File: src/rtl/m_cp0_exc_handler.sv
// m_cp0_exc_handler: CP0 exception/interrupt front end for a MIPS-style pipeline.
// Holds SR, Cause and EPC. It raises a combinational redirect request for an
// interrupt or an exception in the M stage, and services mtc0 writes and eret.
// Optional feature macro: CP0_TIMER_EN adds Count (reg 9), Compare (reg 11) and
// a timer interrupt, which is ORed into Cause.IP[15].
module m_cp0_exc_handler (
    input  logic        clk,
    input  logic        reset,
    input  logic        en,
    input  logic [4:0]  cp0_addr,
    input  logic [31:0] cp0_wdata,
    output logic [31:0] cp0_rdata,
    input  logic [31:0] vpc,
    input  logic        bd_in,
    input  logic [4:0]  exc_code_in,
    input  logic [5:0]  hw_int,
    input  logic        eret,
    output logic        req,
    output logic [31:0] epc_out
);

    localparam logic [4:0] ADDR_COUNT   = 5'd9;
    localparam logic [4:0] ADDR_COMPARE = 5'd11;
    localparam logic [4:0] ADDR_SR      = 5'd12;
    localparam logic [4:0] ADDR_CAUSE   = 5'd13;
    localparam logic [4:0] ADDR_EPC     = 5'd14;

    // Architectural state
    logic [5:0]  sr_im_q,     sr_im_d;
    logic        sr_exl_q,    sr_exl_d;
    logic        sr_ie_q,     sr_ie_d;
    logic        cause_bd_q,  cause_bd_d;
    logic [5:0]  cause_ip_q,  cause_ip_d;
    logic [4:0]  cause_exc_q, cause_exc_d;
    logic [31:0] epc_q,       epc_d;

`ifdef CP0_TIMER_EN
    logic [31:0] count_q,     count_d;
    logic [31:0] compare_q,   compare_d;
    logic        tpend_q,     tpend_d;
`endif

    logic [5:0] ip_now;
    logic       int_req;
    logic       exc_req;
    logic       mtc0_ok;

    // Pending interrupt lines seen this cycle (external plus timer)
`ifdef CP0_TIMER_EN
    always_comb begin
        ip_now = {hw_int[5] | tpend_q, hw_int[4:0]};
    end
`else
    always_comb begin
        ip_now = hw_int;
    end
`endif

    // Request generation: interrupts and exceptions are blocked while EXL is set
    always_comb begin
        int_req = (|(ip_now & sr_im_q)) & sr_ie_q & ~sr_exl_q;
        exc_req = (exc_code_in != 5'd0) & ~sr_exl_q;
        req     = int_req | exc_req;
        // A write is dropped when the instruction is being flushed, and eret
        // leaves all state except EXL untouched.
        mtc0_ok = en & ~req & ~eret;
    end

    // Next-state: exception entry, eret, mtc0 writes
    always_comb begin
        sr_im_d     = sr_im_q;
        sr_exl_d    = sr_exl_q;
        sr_ie_d     = sr_ie_q;
        cause_bd_d  = cause_bd_q;
        cause_ip_d  = ip_now;
        cause_exc_d = cause_exc_q;
        epc_d       = epc_q;

        if (req) begin
            sr_exl_d    = 1'b1;
            cause_bd_d  = bd_in;
            cause_exc_d = int_req ? 5'd0 : exc_code_in;
            epc_d       = bd_in ? (vpc - 32'd4) : vpc;
        end else if (eret) begin
            sr_exl_d    = 1'b0;
        end else if (en) begin
            if (cp0_addr == ADDR_SR) begin
                sr_im_d  = cp0_wdata[15:10];
                sr_exl_d = cp0_wdata[1];
                sr_ie_d  = cp0_wdata[0];
            end
            if (cp0_addr == ADDR_EPC) begin
                epc_d = cp0_wdata;
            end
        end
    end

`ifdef CP0_TIMER_EN
    // Timer next-state: free-running Count, match sets pending, Compare write clears it
    always_comb begin
        count_d   = count_q + 32'd1;
        compare_d = compare_q;
        tpend_d   = tpend_q | (count_q == compare_q);
        if (mtc0_ok && (cp0_addr == ADDR_COUNT)) begin
            count_d = cp0_wdata;
        end
        if (mtc0_ok && (cp0_addr == ADDR_COMPARE)) begin
            compare_d = cp0_wdata;
            tpend_d   = 1'b0;
        end
    end
`endif

    // State registers with synchronous active-low reset
    always_ff @(posedge clk) begin
        if (!reset) begin
            sr_im_q     <= 6'd0;
            sr_exl_q    <= 1'b0;
            sr_ie_q     <= 1'b0;
            cause_bd_q  <= 1'b0;
            cause_ip_q  <= 6'd0;
            cause_exc_q <= 5'd0;
            epc_q       <= 32'd0;
`ifdef CP0_TIMER_EN
            count_q     <= 32'd0;
            compare_q   <= 32'd0;
            tpend_q     <= 1'b0;
`endif
        end else begin
            sr_im_q     <= sr_im_d;
            sr_exl_q    <= sr_exl_d;
            sr_ie_q     <= sr_ie_d;
            cause_bd_q  <= cause_bd_d;
            cause_ip_q  <= cause_ip_d;
            cause_exc_q <= cause_exc_d;
            epc_q       <= epc_d;
`ifdef CP0_TIMER_EN
            count_q     <= count_d;
            compare_q   <= compare_d;
            tpend_q     <= tpend_d;
`endif
        end
    end

    // Combinational register read; unmapped numbers read as zero
    always_comb begin
        cp0_rdata = 32'd0;
        case (cp0_addr)
            ADDR_SR:    cp0_rdata = {16'd0, sr_im_q, 8'd0, sr_exl_q, sr_ie_q};
            ADDR_CAUSE: cp0_rdata = {cause_bd_q, 15'd0, cause_ip_q, 3'd0, cause_exc_q, 2'd0};
            ADDR_EPC:   cp0_rdata = epc_q;
`ifdef CP0_TIMER_EN
            ADDR_COUNT:   cp0_rdata = count_q;
            ADDR_COMPARE: cp0_rdata = compare_q;
`endif
            default:    cp0_rdata = 32'd0;
        endcase
        epc_out = epc_q;
    end

endmodule

File: config.mk
export PLATFORM = sky130hd
export DESIGN_NAME = m_cp0_exc_handler
export DESIGN_NICKNAME = d
export VERILOG_FILES = /design/src/rtl/m_cp0_exc_handler.sv
export SDC_FILE = /design/constraint.sdc
export NUM_CORES = 1
export LEC_CHECK = 0
export BUFFER_PORTS_ARGS = -buffer_cell sky130_fd_sc_hd__buf_2
export CORE_MARGIN = 8
export CORE_UTILIZATION = 30
export CTS_BUF_LIST = sky130_fd_sc_hd__clkbuf_4
export CTS_CLUSTER_SIZE = 24
export DETAILED_ROUTE_END_ITERATION = 6
export PLACE_DENSITY_LB_ADDON = 0.08
export SLEW_MARGIN = 20
export SYNTH_ARGS = -nofsm -noshare
export SYNTH_HDL_FRONTEND = slang
export SYNTH_SLANG_ARGS = --single-unit
File: constraint.sdc
create_clock -name clk -period 2.61 [get_ports clk]
set_input_delay 0.3915 -clock clk [delete_from_list [all_inputs] [get_ports clk]]
set_output_delay 0.3915 -clock clk [all_outputs]
set_load 0.005 [all_outputs]
=== After elaboration in Yosys (flattened, before gate mapping) ===
Index checks and enable logic that the tools add are counted.

* Register bits after elaboration: 52
* Output and inout bits: 65
* Logic and storage cells: 40

* Add/subtract/negate cells: 1
* Equal/unequal tests: 4
* Muxes and demuxes: 11
* Bitwise logic cells: 8
* Reduce and logical (&&, ||, !) cells: 9

{| class="wikitable"
|+ Operators with widths
! cell !! number
|-
| two-way mux 32 bit || 5
|-
| case mux 32 bit (3 select lines) || 1
|-
| subtractor 32 x 3 -> 32 bit, second input constant || 1
|-
| equality test 5 x 4 -> 1 bit, second input constant || 3
|-
| bitwise AND 6 bit || 1
|-
| nonzero test 3 bit || 2
|-
| OR reduction 6 bit || 1
|-
| two-way mux 5 bit || 1
|-
| nonzero test 5 bit || 1
|-
| two-way mux 1 bit || 4
|-
| AND reduction 4 bit || 1
|-
| nonzero test 2 bit || 2
|-
| bitwise AND 1 bit || 3
|-
| NOT 1 bit || 3
|-
| AND reduction 3 bit || 1
|-
| != test 2 x 1 -> 1 bit, second input constant || 1
|-
| AND reduction 2 bit || 1
|-
| OR 1 bit || 1
|}

=== Logic depth before layout (Yosys ltp) ===
Gate-level depths: netlist (run 1).

* Depth after elaboration: 7
* Mapped depth: 7

=== Worst setup path after synthesis (run 1) ===
OpenSTA, ideal clock, no wires.

* Path type: input port to output port
* From: input exc_code_in[0]
* To: output req
* Data arrival time: 1.708 ns
* Required time: 2.219 ns
* Slack: 0.511 ns
* Cell stages on the path: 4
* Buffers on the path: 1
* Path through: or4_1 > o31ai_4 > clkbuf_1 > inv_1

* Cells in the longest elaborated chain, start to end: 3

{| class="wikitable"
|+ Ends and longest elaborated chain
! what !! RTL line !! text
|-
| start: declaration || 15 || <nowiki>input logic [4:0] exc_code_in,</nowiki>
|-
| nonzero test 5 bit || 62 || <nowiki>exc_req = (exc_code_in != 5'd0) & ~sr_exl_q;</nowiki>
|-
| bitwise AND 1 bit || 62 ||
|-
| OR 1 bit || 63 || <nowiki>req = int_req | exc_req;</nowiki>
|-
| end: declaration || 18 || <nowiki>output logic req,</nowiki>
|}

Every way passes these cells.

=== Worst setup path in the final report (run 1) ===
* From: register sr_im_q[0]
* To: output req

* Cells in the longest elaborated chain, start to end: 5

{| class="wikitable"
|+ Ends and longest elaborated chain
! what !! RTL line !! text
|-
| start: declaration || 29 || <nowiki>logic [5:0] sr_im_q, sr_im_d;</nowiki>
|-
| start signal: assignment || 130 || <nowiki>sr_im_q <= sr_im_d;</nowiki>
|-
| bitwise AND 6 bit || 61 || <nowiki>int_req = (|(ip_now & sr_im_q)) & sr_ie_q & ~sr_exl_q;</nowiki>
|-
| OR reduction 6 bit || 61 ||
|-
| bitwise AND 1 bit (2 in a row) || 61 ||
|-
| OR 1 bit || 63 ||
|}

Every way passes these cells.

==> results by stage, run 1 <==
Global routing:
- The initial antenna violation count is 2.
- The first-pass GRT wire length is 17200 µm.
- Summed over all layers, the global routing overflow is 0.
- The via count of the first global-routing pass came to 3366.
- The pin count of the biggest net entering global routing is 40.
- The total global-route track usage is 0.1462.

Setup path:
- Data on the critical path is required at its endpoint by 2.22 ns.
- The worst endpoint data arrival time is 1.86 ns.
- Traced cell by cell, the critical path runs through a22oi_1 -> a31oi_1 -> o31ai_4 -> inv_1 -> buf_2.
- The capturing point of the worst reg2reg path is sr_im_q[4].
- The first element of the critical path is sr_im_q[0].
- The worst path buffer plus inverter count is 2.
- The cell family contributing the most delay on the critical path is compound AO/OA/AOI/OAI gates.
- The worst setup path is launched from a flip-flop.
- STA classifies the critical path endpoint as a primary output.
- Of all nets on the critical path, the largest fanout is 6.
- The number of cells on the worst reg-to-reg path is 5.
- The delay of the slowest critical-path stage is 0.41 ns.
- The critical path depth in cells is 5.
- The worst register-to-register path has a setup slack of 0.51 ns.
- In this run the critical register-to-register path is launched from sr_im_q[0].
- The slowest stage of the critical path is the o31ai_4 cell.
- The category of the most critical setup path is reg2out.

Floorplan:
- The x dimension of the die is 119.0 µm.
- The floorplan step defined a die boundary enclosing 14170 µm².
- The placeable core region is 10320 µm².
- The row count is 37.
- The die is 119.0 µm tall.
- 150 I/O pins were placed.
- The starting density of the core is 0.3084.

STA:
- The final hold slack is 0.2290 ns.
- The final period utilization is 0.8616.
- The number of max-slew violations in the final report is 0.
- The setup skew after layout is 0.01231 ns.
- The final critical delay including setup and external delays is 2.249 ns.
- The tightest slew margin relative to the limit is 0.5057.
- For the pin with the worst max-slew slack, the measured transition is 0.7380 ns.
- Static timing analysis puts the maximum clock frequency at 0.4447 GHz.
- The number of hold violations in the final report is 0.
- After routing, the total negative slack on setup checks comes to 0 ns.
- The worst setup slack after layout is 0.3613 ns.
- Setup violations remaining at the end of the flow were counted as 0.
- Setup repair after global routing left no endpoint under its margin.

Finish:
- The repair_antennas step left the layout with diodes totalling 0.
- Of the cells placed in the final design, the portion with a size suffix greater than 1 is 0.3385.
- The layout has 1115 filler cells.
- Compared with the post-synthesis result, the final layout area differs by 32.06%.
- The sequential cell area is 1041 µm².
- The final layout net count is 602.
- Once layout is complete, the cells apart from fillers number 653.
- The multi-input logic area is 2031 µm².

Placed design:
- Once detailed placement completed, the half-perimeter wirelength came to 8599 µm.
- At the end of routability-driven placement, the weighted congestion stood at 0.7742.
- The number of buffer cells added on primary ports is 149.
- At the placement stage, the worst setup path has a slack of 0.2893 ns.
- Once placement completed, the tool counted placed cells totaling 645.

Logic synthesis:
- The net count after synthesis is 456.
- The proportion of register bits with asynchronous set or reset after synthesis is 0.
- For this run, the leading register cell type out of synthesis is dfxtp_1.
- The number of distinct standard cells referenced by the synthesized netlist is 39.
- After technology mapping, the gate count stands at 370.
- In this run, synthesis inferred 0 flip-flops with an integrated enable.
- The average cell area after synthesis is 8.606 µm².
- In this run, synthesis produced a sequential element count of 52.
- The post-synth design cell area is 3184 µm².
- During synthesis, Yosys emitted a total of 0 warnings.
- Of the synthesized area, sequential elements account for 0.3269.

Routing:
- The first-pass iteration count of the detailed router is 4.
- The routed wire length on met2 is 4761 µm.
- The routed length per placed instance is 16.38 µm.
- The via count is 3127.
- After detailed routing, the number of remaining DRC violations is 0.
- The initial DRC count is 97.
- The antenna violation net count after detailed routing is 0.
- The met1 wire length is 4973 µm.
- The highest metal layer used by the detailed router is met5.
- The final layout contains routed wiring with a total length of 10700 µm.
- In the routed layout, each cell is associated on average with a via count of 4.789.
- Summed over all nets, wire length on met3 after detailed routing comes to 859 µm.

CTS:
- The CTS H-tree depth is 2.
- Clock tree synthesis selected as its root buffer the cell clkbuf_4.
- For this design, the CTS-stage hold fixing added 0 buffers.
- The clock drives 52 sinks.
- TritonCTS built the clock tree.
- The buffer count from post-CTS setup fixing is 0.
- The post-cts repair resize count is 0.
- The longest clock path from root to sink contains 2 buffers.
- The clock-pin slew on the worst setup and hold paths is 0.16 ns.
- Counting the buffers created by CTS gives 5.
- The source-to-sink clock delay at the later pin of the worst-skew pair is 0.38 ns.

Hold path:
- The worst min-delay path class is in2reg.
- The worst hold path was traced through 2 stages.
- The beginning of the worst hold path is hw_int[1].
- For hold timing, the worst endpoint is cause_ip_q[1].

Outcome:
- The run finished with clean final reports.

Power and ir drop:
- The maximum vdd drop is 178.1 µV.
- The leakage power figure is 2.011 nW.
- Total power for the finished layout comes to 1.657 mW.
- In this run the power density over the cells is 394.1 nW/µm².

Job:
- The max-cap violation count is 0.
## cells by family after synthesis
kind of cell,synth area share
adders and majority gates,0.003929
xor gates and xnor gates,0.07426
muxes,0.1446
and+or+nand+nor,0.2495
DFF,0.3269
AOI/OAI and AO/OA,0.1619
buffers and inverters,0.03890
## state kept, by name, indices dropped and copies added, names as in the netlist
name,cells
cause_ip_q,6
sr_ie_q,1
epc_out,32
cause_exc_q,5
sr_exl_q,1
cause_bd_q,1
sr_im_q,6
## cell usage after synthesis, drive strengths merged (2+ instances only)
cell type,number,area [µm²]
buf,7,37.54
a22oi,5,37.54
o31ai,2,28.78
xnor2,8,70.07
xor2,19,166.4
a21oi,4,20.02
nand4,6,37.54
o211a,23,230.2
inv,7,26.28
nand2,50,187.7
nand3,3,15.01
nor2,23,86.33
o21ai,6,30.03
dfxtp,52,1041
or3,3,18.77
and2,25,156.4
nor2b,2,12.51
a31oi,2,12.51
clkbuf,16,60.06
a211oi,8,60.06
a22o,8,70.07
nand3b,3,22.52
nor3b,5,37.54
mux2i,46,460.4
or4,5,37.54
nor4,12,81.33
nor3,12,70.07
## metrics by stage
step / area [µm²] / utilization
after detailed placement: 4149 / 0.4019
final: 4205 / 0.4073
after global routing: 4205 / 0.4073
after CTS: 4205 / 0.4073
after floorplan: 3184 / -
after global placement: 4149 / 0.4019
## power breakdown
group	switching (mW)	internal (mW)
clock network	0.277	0.102
registers	0.0412	0.855
logic	0.197	0.185
total	0.516	1.14
## placed cells by master, fill, tap and decap left out, drive strengths merged, types with 2 or more instances in the layout
cell type and n:
a31oi 2, o31ai 2, nand2 50, nand3 3
a21oi 4, or3 3, o21ai 6, nor4 12
dfxtp 52, xnor2 8, and2 25, nor3b 5
a211oi 8, clkbuf 5, mux2i 46, nor2 23
nor2b 2, nand3b 3, o211a 23, or4 5
nor3 12, clkinvlp 2, buf 162, inv 7
a22oi 5, xor2 19, a22o 8, nand4 6
## routing by layer
layer  GRT usage  vias to the layer above
li1            -                     1617
met1      0.1763                     1399
met2      0.2413                       97
met3     0.05763                       10
met4     0.02846                        4
met5           0                        -
## layout make-up
cell class / instances / area share
well taps: 136 / 0.04046
repair buffers: 162 / 0.2095
clock inverters: 3 / 0.004463
inverters: 7 / 0.006248
multi-input cells: 288 / 0.4829
clock buffers: 5 / 0.008926
flip-flops and latches: 52 / 0.2475
## worst max-delay path by stage
stage	endpoint	slack [ns]
after floorplan	req	0.51
after global placement	sr_im_q[1]	0.35
after detailed placement	sr_im_q[4]	0.29
after CTS	req	0.31
after global routing	req	0.22
final	req	0.36
(Power assumes the default switching activity.)
==> run 2: changes to the inputs <==
Settings changed: CORE_UTILIZATION 30 to 48, GPL_TIMING_DRIVEN set to 0.
==> run 2 against run 1 <==
Net effect: global-route usage increased by 6.7 points; hold slack got worse by 0.016 ns; clock skew decreased by 0.0038 ns; register-to-register slack got worse by 0.12 ns; combinational power increased by 3%; critical endpoint unchanged; sequential share of layout area increased by 0.51 points; non-clock buffer count increased by 12; worst setup slack got worse by 0.28 ns; utilization increased by 24 points; total power increased by 0.21%.
==> results by stage, run 2 (synthesis results as in run 1) <==
Finish:
- From synthesis to final layout, the design area changed by 29.39%.
- After routing the design area is 4120 µm².
- The top cell types in the final layout, fill and taps aside, are buf_2, dfxtp_1, nand2_1.
- The flip-flop count of the largest register, all copies and words added is 32.
- The final layout net count is 614.
- Leaving out fill and tap cells, the most frequent cell in the layout is buf_2.
- The final antenna diode count is 0.
- Registers take 1041 µm².
- The share of final-layout standard cells stronger than drive strength 1 is 0.3308.
- The multi-input logic area is 2031 µm².
- The final instance count without filler cells is 606.
- The count of fill cells added during filler insertion is 618.
- The core utilization of the finished layout is 0.6452.

CTS:
- The longest clock path from root to sink contains 2 buffers.
- TritonCTS built the clock tree.
- Clock tree synthesis found a total of 52 sinks.
- The H-tree generated during clock tree synthesis spans 2 levels.
- The source-to-sink clock delay at the later pin of the worst-skew pair is 0.38 ns.
- The cell sitting at the root of the clock tree is a clkbuf_4.
- Counting the buffers created by CTS gives 5.
- The clock-pin slew on the worst setup and hold paths is 0.16 ns.

Setup path:
- The source of the worst register-to-register timing path is sr_im_q[3].
- The data required time at the worst endpoint is 2.22 ns.
- Data on the critical path arrives at its endpoint at 2.13 ns.
- The category of the most critical setup path is reg2out.
- The worst register-to-register path ends at epc_out[9].
- The standard cell with the maximum stage delay on the critical path is o31ai_4.
- Traced cell by cell, the critical path runs through a22oi_1 -> a31oi_2 -> o31ai_4 -> clkbuf_4 -> inv_1 -> buf_2.
- In this design, the stage delay of the slowest critical-path cell is 0.44 ns.
- The number of cells on the worst reg-to-reg path is 7.
- The minimum setup slack among reg-to-reg paths is 0.39 ns.
- The critical path ends at req.
- STA classifies the critical path startpoint as a flip-flop.
- Of all nets on the critical path, the largest fanout is 10.
- The worst setup path is captured at a primary output.
- In this run the worst setup path begins at sr_im_q[3].

Placed design:
- Detailed placement finished with a half-perimeter wire length of 8374 µm.
- The routability congestion estimate is 0.8621.
- The placed instance area is 4016 µm².
- The number of cells after detailed placement is 594.
- The worst slack at placement is -0.01432 ns.
- The count of buffers added on input and output ports is 147.

Hold path:
- The worst min-delay path class is in2reg.

Floorplan:
- The floorplan step set the die height to 97.45 µm.
- The initial utilization of the core area, before any placement, comes to 0.4986.
- The floorplan step set the die width to 97.45 µm.
- In this run the core area contains 29 standard-cell rows.
- The number of placed I/O pins is 150.
- The full die area is 9497 µm².
- The placeable core region is 6386 µm².

Power and ir drop:
- The analysis attributes to cell leakage a power of 2.005 nW.
- The completed layout was analyzed and its total power is 1.661 mW.
- Across the VDD grid, the largest voltage drop is 290.5 µV.
- Dividing total power by cell area gives a power density of 403.1 nW/µm².

STA:
- The total of endpoints with negative setup slack in the final report is 0.
- Clock skew on the completed layout was measured at 0.008546 ns.
- After layout, the minimum clock period comes to 2.526 ns.
- Summed over all failing endpoints, the final setup total negative slack is 0 ns.
- Derived from the worst setup path, the maximum achievable clock frequency is 0.3959 GHz.
- The number of hold violations in the final report was 0.
- The worst setup slack after layout is 0.08415 ns.
- Dividing the final minimum period by the clock period gives 0.9678.
- The final hold slack is 0.2132 ns.
- The transition at the pin with the smallest max-transition slack is 0.7180 ns.
- The number of max-slew violations in the final report came to 0.
- Measured against its own limit, the worst slew margin works out to 0.5169.
- Setup repair after global routing could not meet its margin everywhere.

Routing:
- Using the TritonRoute via totals, the vias-per-cell ratio works out to 5.462.
- For this run, design rule violations remaining after detail routing come to 0.
- Summed over all layers, the routed wires come to 10670 µm.
- After detailed routing, the average wire length per cell comes to 17.60 µm.
- The antenna violation net count after detailed routing is 0.
- The initial DRC count is 122.
- The via count is 3310.
- The first-pass iteration count of the detailed router is 4.

Global routing:
- Entering global routing, the biggest net connects 17 pins.
- The total global-route track usage is 0.2130.
- The initial antenna violation count came to 0.
- After global routing the overflow that remains totals 0.
- The first-pass GRT wire length is 16990 µm.
- The via count of the first global-routing pass is 3422.

Job:
- The tool flagged a number of max-cap violations equal to 0.

Outcome:
- The run finished with clean final reports.
-- run 2: cell count changes in the layout (fill, tap and decap cells not counted), sizes merged --
cell,before,now
buf,162,158
clkbuf,5,21
-- run 2: how the worst min path moves through the flow --
stage / startpoint / end / slack [ns] / cells past startpoint
after global routing: hw_int[3] / cause_ip_q[3] / 0.20 / 2
final: hw_int[1] / cause_ip_q[1] / 0.21 / 2
after CTS: hw_int[1] / cause_ip_q[1] / 0.20 / 2
after global placement: sr_im_q[1] / sr_im_q[1] / 0.46 / 2
after floorplan: sr_im_q[2] / sr_im_q[2] / 0.45 / 2
after detailed placement: sr_im_q[4] / sr_im_q[4] / 0.47 / 2
-- run 2: layer usage --
layer  GRT usage  share of wire  up-vias
li1            -              -     1643
met1      0.2495           0.44     1545
met2      0.3720           0.49      116
met3     0.06117          0.069        6
met4     0.04779         0.0070        0
met5           0              0        -
-- run 2: repair_timing --
action	in CTS	in global routing
pin swaps	0	1
endpoints found under the setup margin	5	11
hold buffers	0	0
resized for setup	3	4
setup buffers	0	4
-- run 2: area by class of cell --
type / instances / area share
buffer: 23 / 0.02521
clock buffer: 5 / 0.009110
timing repair buffer: 151 / 0.1858
clock inverter: 3 / 0.004555
inverter: 7 / 0.006377
sequential: 52 / 0.2527
multi-input combinational: 288 / 0.4929
tap: 77 / 0.02338
-- run 2: worst max-delay path, delay by kind of cell, from the launching register on --
kind	cells	cell delay (ns)
buffers and inverters	3	0.47
flip-flops	1	0.35
AO/OA/AOI/OAI	3	0.94
-- run 2: power by group --
group | leakage, nW | internal, mW | switching, mW
Combinational | 1.55 | 0.187 | 0.207
Clock | 0.0249 | 0.102 | 0.268
Sequential | 0.431 | 0.855 | 0.0411
